$ cat config.mk
export PLATFORM = sky130hd
export DESIGN_NAME = pipeline_controller
export DESIGN_NICKNAME = d
export VERILOG_FILES = /design/src/rtl/pipeline_controller_pkg.sv /design/src/rtl/pipeline_controller_load_use_detect.sv /design/src/rtl/pipeline_controller.sv
export SDC_FILE = /design/constraint.sdc
export NUM_CORES = 1
export LEC_CHECK = 0
export CAP_MARGIN = 20
export CORE_ASPECT_RATIO = 0.6
export CORE_MARGIN = 2
export CORE_UTILIZATION = 46
export CTS_CLUSTER_SIZE = 12
export DETAILED_ROUTE_END_ITERATION = 7
export PLACE_DENSITY_LB_ADDON = 0.05
export SLEW_MARGIN = 15
export SYNTH_ARGS = -nofsm -noshare
export SYNTH_HDL_FRONTEND = slang
export SYNTH_SLANG_ARGS = --single-unit
$ cat constraint.sdc
create_clock -name clk -period 3 [get_ports clk]
set_input_delay 0.6 -clock clk [delete_from_list [all_inputs] [get_ports clk]]
set_output_delay 0.6 -clock clk [all_outputs]
set_load 0.02 [all_outputs]
$ cat src/rtl/pipeline_controller_pkg.sv
// Shared definitions for the pipeline controller.
//   ctrl_state_e  : FSM encoding; also exposed on ctrlState for debug
//   stage_en_t    : load enables {pc, id, ex, mem, wb}
//   stage_flush_t : bubble inserts {id, ex, wb}
package pipeline_controller_pkg;

  localparam int REG_W = 5;

  // Encoding 3 is never entered; the FSM treats it like ERROR.
  typedef enum logic [1:0] {
    CTRL_RUN      = 2'd0,
    CTRL_MEM_WAIT = 2'd1,
    CTRL_ERROR    = 2'd2,
    CTRL_RSVD     = 2'd3
  } ctrl_state_e;

  typedef struct packed {
    logic pc;
    logic id;
    logic ex;
    logic mem;
    logic wb;
  } stage_en_t;

  typedef struct packed {
    logic id;
    logic ex;
    logic wb;
  } stage_flush_t;

endpackage

$ cat src/rtl/pipeline_controller_load_use_detect.sv
// Combinational load-use hazard detector.
//   idRs_i/idRt_i         : source registers of the instruction in ID
//   idUsesRs_i/idUsesRt_i : ID instruction really reads that source
//   exMemRead_i           : EX instruction is a load
//   exWriteReg_i          : destination of the EX instruction
//   loadUse_o             : ID needs the loaded value one cycle too early
module load_use_detect
  import pipeline_controller_pkg::*;
(
  input  logic [REG_W-1:0] idRs_i,
  input  logic [REG_W-1:0] idRt_i,
  input  logic             idUsesRs_i,
  input  logic             idUsesRt_i,
  input  logic             exMemRead_i,
  input  logic [REG_W-1:0] exWriteReg_i,
  output logic             loadUse_o
);

  logic rsHit, rtHit;

  // r0 is hardwired zero, so a load targeting it never creates a dependency.
  assign rsHit     = idUsesRs_i && (idRs_i == exWriteReg_i);
  assign rtHit     = idUsesRt_i && (idRt_i == exWriteReg_i);
  assign loadUse_o = exMemRead_i && (exWriteReg_i != '0) && (rsHit || rtHit);

endmodule

$ cat src/rtl/pipeline_controller.sv
// Pipeline sequencer: PC / stage-register load enables and bubble inserts.
// Handles data-memory waits, branches resolved in EX and load-use interlocks,
// and keeps saturating stall/flush counters plus a sticky memory-timeout flag.
//   clk, rstN                 : clock, async active-low reset
//   idRs..exWriteReg          : hazard-detection fields from ID and EX
//   exBranchTaken             : EX redirects the PC
//   memReq, memReady          : MEM access request / completion this cycle
//   pcEn..wbEn                : load enables (combinational)
//   idFlush, exFlush, wbFlush : load a NOP bubble (combinational)
//   memStart                  : pulse that launches a data-memory access
//   memTimeout                : sticky error, cleared only by reset
//   ctrlState                 : FSM state (debug)
//   stallCycles, flushCount   : saturating performance counters
module pipeline_controller
  import pipeline_controller_pkg::*;
#(
  parameter int MEM_TIMEOUT = 255,
  parameter int CNT_W       = 32
) (
  input  logic             clk,
  input  logic             rstN,
  input  logic [REG_W-1:0] idRs,
  input  logic [REG_W-1:0] idRt,
  input  logic             idUsesRs,
  input  logic             idUsesRt,
  input  logic             exMemRead,
  input  logic [REG_W-1:0] exWriteReg,
  input  logic             exBranchTaken,
  input  logic             memReq,
  input  logic             memReady,
  output logic             pcEn,
  output logic             idEn,
  output logic             exEn,
  output logic             memEn,
  output logic             wbEn,
  output logic             idFlush,
  output logic             exFlush,
  output logic             wbFlush,
  output logic             memStart,
  output logic             memTimeout,
  output logic [1:0]       ctrlState,
  output logic [CNT_W-1:0] stallCycles,
  output logic [CNT_W-1:0] flushCount
);

  localparam int WAIT_W = $clog2(MEM_TIMEOUT + 1);
  // Last not-ready wait cycle before the count would reach MEM_TIMEOUT.
  localparam logic [WAIT_W-1:0] WAIT_LAST = WAIT_W'(MEM_TIMEOUT - 1);

  ctrl_state_e       state_q, state_d;
  logic [WAIT_W-1:0] waitCnt_q, waitCnt_d;
  logic [CNT_W-1:0]  stall_q, stall_d;
  logic [CNT_W-1:0]  flush_q, flush_d;
  logic              timeout_q, timeout_d;

  stage_en_t    en_c;
  stage_flush_t fl_c;
  logic         memStart_c;
  logic         stallInc, flushInc;
  logic         resolve;
  logic         loadUse;

  load_use_detect u_load_use (
    .idRs_i       (idRs),
    .idRt_i       (idRt),
    .idUsesRs_i   (idUsesRs),
    .idUsesRt_i   (idUsesRt),
    .exMemRead_i  (exMemRead),
    .exWriteReg_i (exWriteReg),
    .loadUse_o    (loadUse)
  );

  always_comb begin
    en_c       = '0;
    fl_c       = '0;
    memStart_c = 1'b0;
    stallInc   = 1'b0;
    flushInc   = 1'b0;
    resolve    = 1'b0;
    state_d    = state_q;
    waitCnt_d  = waitCnt_q;
    timeout_d  = timeout_q;

    case (state_q)
      CTRL_RUN: begin
        if (memReq && !memReady) begin
          // Freeze everything; the branch (if any) stays in EX until release.
          memStart_c = 1'b1;
          fl_c.wb    = 1'b1;
          stallInc   = 1'b1;
          waitCnt_d  = WAIT_W'(1);
          state_d    = CTRL_MEM_WAIT;
        end else begin
          memStart_c = memReq;
          resolve    = 1'b1;
        end
      end
      CTRL_MEM_WAIT: begin
        if (memReady) begin
          // Release cycle is a normal cycle and is not counted as a stall.
          resolve   = 1'b1;
          waitCnt_d = '0;
          state_d   = CTRL_RUN;
        end else begin
          fl_c.wb  = 1'b1;
          stallInc = 1'b1;
          if (waitCnt_q >= WAIT_LAST) begin
            state_d   = CTRL_ERROR;
            timeout_d = 1'b1;
          end else begin
            waitCnt_d = waitCnt_q + WAIT_W'(1);
          end
        end
      end
      default: begin
        state_d   = CTRL_ERROR;
        timeout_d = 1'b1;
      end
    endcase

    // Branch outranks load-use: the dependent ID instruction is squashed anyway.
    if (resolve) begin
      if (exBranchTaken) begin
        en_c     = '1;
        fl_c.id  = 1'b1;
        fl_c.ex  = 1'b1;
        flushInc = 1'b1;
      end else if (loadUse) begin
        en_c     = '{pc: 1'b0, id: 1'b0, ex: 1'b1, mem: 1'b1, wb: 1'b1};
        fl_c.ex  = 1'b1;
        stallInc = 1'b1;
      end else begin
        en_c = '1;
      end
    end

    stall_d = (stallInc && !(&stall_q)) ? stall_q + CNT_W'(1) : stall_q;
    flush_d = (flushInc && !(&flush_q)) ? flush_q + CNT_W'(1) : flush_q;
  end

  always_ff @(posedge clk or negedge rstN) begin
    if (!rstN) begin
      state_q   <= CTRL_RUN;
      waitCnt_q <= '0;
      stall_q   <= '0;
      flush_q   <= '0;
      timeout_q <= 1'b0;
    end else begin
      state_q   <= state_d;
      waitCnt_q <= waitCnt_d;
      stall_q   <= stall_d;
      flush_q   <= flush_d;
      timeout_q <= timeout_d;
    end
  end

  // Outputs forced quiet while reset is held, so an aborted wait never
  // produces a start pulse or an enable.
  assign pcEn        = rstN && en_c.pc;
  assign idEn        = rstN && en_c.id;
  assign exEn        = rstN && en_c.ex;
  assign memEn       = rstN && en_c.mem;
  assign wbEn        = rstN && en_c.wb;
  assign idFlush     = rstN && fl_c.id;
  assign exFlush     = rstN && fl_c.ex;
  assign wbFlush     = rstN && fl_c.wb;
  assign memStart    = rstN && memStart_c;
  assign memTimeout  = timeout_q;
  assign ctrlState   = state_q;
  assign stallCycles = stall_q;
  assign flushCount  = flush_q;

endmodule
==> out/results.ini <==
[synthesis]
synthCells=381
yosysTopAreaCell=dfrtp_1
synth_top_family_by_area=simple AND/OR/NAND/NOR gates
yosys.cell_types.count=46
synth_top_cell_area_share=0.478
syn_area_per_cell_um2=10.3
yosysMostFrequentCell=dfrtp_1
synthAdderAreaFrac=0.0128
ys_ff_latch=75
async_flop_share=1.00
synth_compound_area_frac=0.0182
synth-xor-area-share=0.172
seq_area_frac_synth=0.478
synth_edf_count=0
synth_area_leaders=dfrtp_1 (48%), xor2_1 (11%), xnor2_1 (6.3%), nand2_1 (3.0%), nor3_1 (2.9%)
yosysWarnings=0
synth-simple-area-share=0.282
ys.flop_type=dfrtp_1
synth_area_mm2=0.00392
syn_nets=408
yosys-mux-area-fraction=0.00861
synth_common_cells=dfrtp_1 (75), xor2_1 (49), nand2_1 (31), xnor2_1 (28), nor2_1 (26)

[sta]
rsz0062_at_grt=no
final-hold-violation-count=0
fin_worst_skew_ns=0.00868
tightest_slew_ns=0.639
max_freq_mhz=343
slew_headroom=0.570
setup_viol=0
whs_ns=0.310
setup_tns_ns=0
finalCriticalPeriod_ns=2.91
maxSlewViolCount=0
timing.final.crit_share=0.971

[floorplanning]
dieArea_mm2=0.00931
core-area_mm2=0.00839
dieWidth_um=123
start_util=0.468
ios=99
chipHeight_um=75.5
placementRows=26

[cts]
h-tree-depth=3
cts_root_buf=clkbuf_16
clockBufferDepth=2
cts_setup_buffers=0
cts_tree=built
clk_pin_slew_ns=0.06
clk_latency_ns=0.34
cts_buffers=9
clock-sinks=75

[placed_design]
numPortBuffers=98
gp_routability_congestion=0.835
detailed_place_hpwl_um=6740
post_dp_cell_area_mm2=0.00514

[global_route]
first_global_vias=2943
grt_pass1_wl_um=14900
antenna_found_initial=0
grt_usage=0.210
grt_max_degree=48
grt-ovfl-total=0

[critical_path]
start_kind=input pin
slowest_delay_ns=0.54
required_ns=2.40
slowest_stage=or4_1
endpoint_kind=output pin
reg2reg_from=waitCnt_q[0]
critical_path_class=in2out
cp.arrival_ns=2.31
cp-startpoint=exWriteReg[1]
worstPathCellList=clkdlybuf4s50_1, or4_1, o21ai_1, nor2b_2, a21boi_1, clkdlybuf4s15_2
critPathTopFamily=buffers and inverters
path_buf_inv=2
cp_max_fo=2

[power]
switching_share=0.286
irDropWorstVdd_mv=0.371
pwr-share-seq=0.403
p_leak_nw=2.46
power_frac_clock=0.385
power_per_cell_area_mw_per_mm2=577
power_frac_comb=0.212
finalPower_mw=3.16
switchingPower_uw=906
p_int_mw=2.26

[drt]
drc_errors=0
vias=3213
finalWirelength_um=9240
ant_nets=0
drtIter0Drc=285
dr.pass1.iters=4
drt-vias-per-instance=5.22
post_drt_wl_per_cell_um=15.0

[finish]
layout-drive-gt1-share=0.119
fin_nets=526
finish.utilization=0.653
nFillCells=671
area_growth_pct=39.8
design_area_mm2=0.00548
num_antenna_cells=0
multiInputGateArea_mm2=0.00194
seq_area_mm2=0.00188

[run]
drv_cap=0

[worst_hold_path]
hp-class=in2async

[run_status]
outcome=finished, final reports clean

[cells in the final DEF (no fill, tap or decap), types with 6 or more instances in the layout]
master and instances:
buf_4 20, nand4_1 18, clkdlybuf4s50_1 93, dfrtp_1 75, xor2_1 49, inv_1 13, nor2_1 26, and3_1 13
nor3_1 23, clkbuf_16 9, nand2_1 31, and2_1 6, nor4_1 15, xnor2_1 28, nand3_1 22
[state kept, by name, summed over array words and instances (netlist names)]
signal	count
ctrlState	2
waitCnt_q	8
stallCycles	32
flushCount	32
memTimeout	1
[area by class of cell]
class	instances	share of cell area
Multi-Input combinational cell	282	0.354
Sequential cell	75	0.342
Timing Repair Buffer	118	0.209
Clock buffer	9	0.0411
Tap cell	112	0.0256
Clock inverter	6	0.0192
Inverter	13	0.00890
[repair_timing]
| item | CTS | global route |
|---|---|---|
| pin swaps | 0 | 0 |
| gates resized for setup | 9 | 4 |
| hold buffers | 0 | 0 |
| setup endpoints to repair | 3 | 5 |
| cloned | 0 | 0 |
[routing by layer]
metal / GRT usage / up-vias / wire (um)
li1: - / 1572 / -
met1: 0.314 / 1532 / 4750
met5: 0 / - / 0
met2: 0.288 / 101 / 3760
met4: 0.0379 / 0 / 57
met3: 0.0831 / 8 / 672
[logic make-up (layout without fill, tap and decap cells)]
logic type | after synthesis | after routing
mux | 3 | 3
xor+xnor | 77 | 77
flops | 75 | 75
buf+inv | 24 | 146
compound gates | 11 | 11
simple gates | 187 | 187
fa+ha+maj | 4 | 4
[worst paths after layout]
| path | depth (start not counted) | slack [ns] | end |
|---|---|---|---|
| max | 6 | 0.09 | pcEn |
| min | 2 | 0.31 | ctrlState[1] |
| max reg2reg | 8 | 0.64 | waitCnt_q[6] |
| min reg2reg | 1 | 0.48 | memTimeout |
| max in group asynchronous | 2 | 2.20 | waitCnt_q[3] |
| min in group clk | 1 | 0.48 | memTimeout |
[metrics by stage]
stage	std cells	worst slack, ns
detailed placement	600	-0.404
global route	615	0.000216
global placement	600	-0.388
CTS	615	0.00977
finish	615	0.0857
floorplan	381	0.00241
[power groups by stage]
stage               logic [mW]  clock network (mW)  registers, mW
global route             0.727                1.28           1.30
detailed placement       0.675                   0           1.29
finish                   0.670                1.22           1.28
CTS                      0.678                1.24           1.27
floorplan                0.205                   0           1.38
global placement         0.669                   0           1.28
No activity file was read; power rests on OpenSTA's default activity.
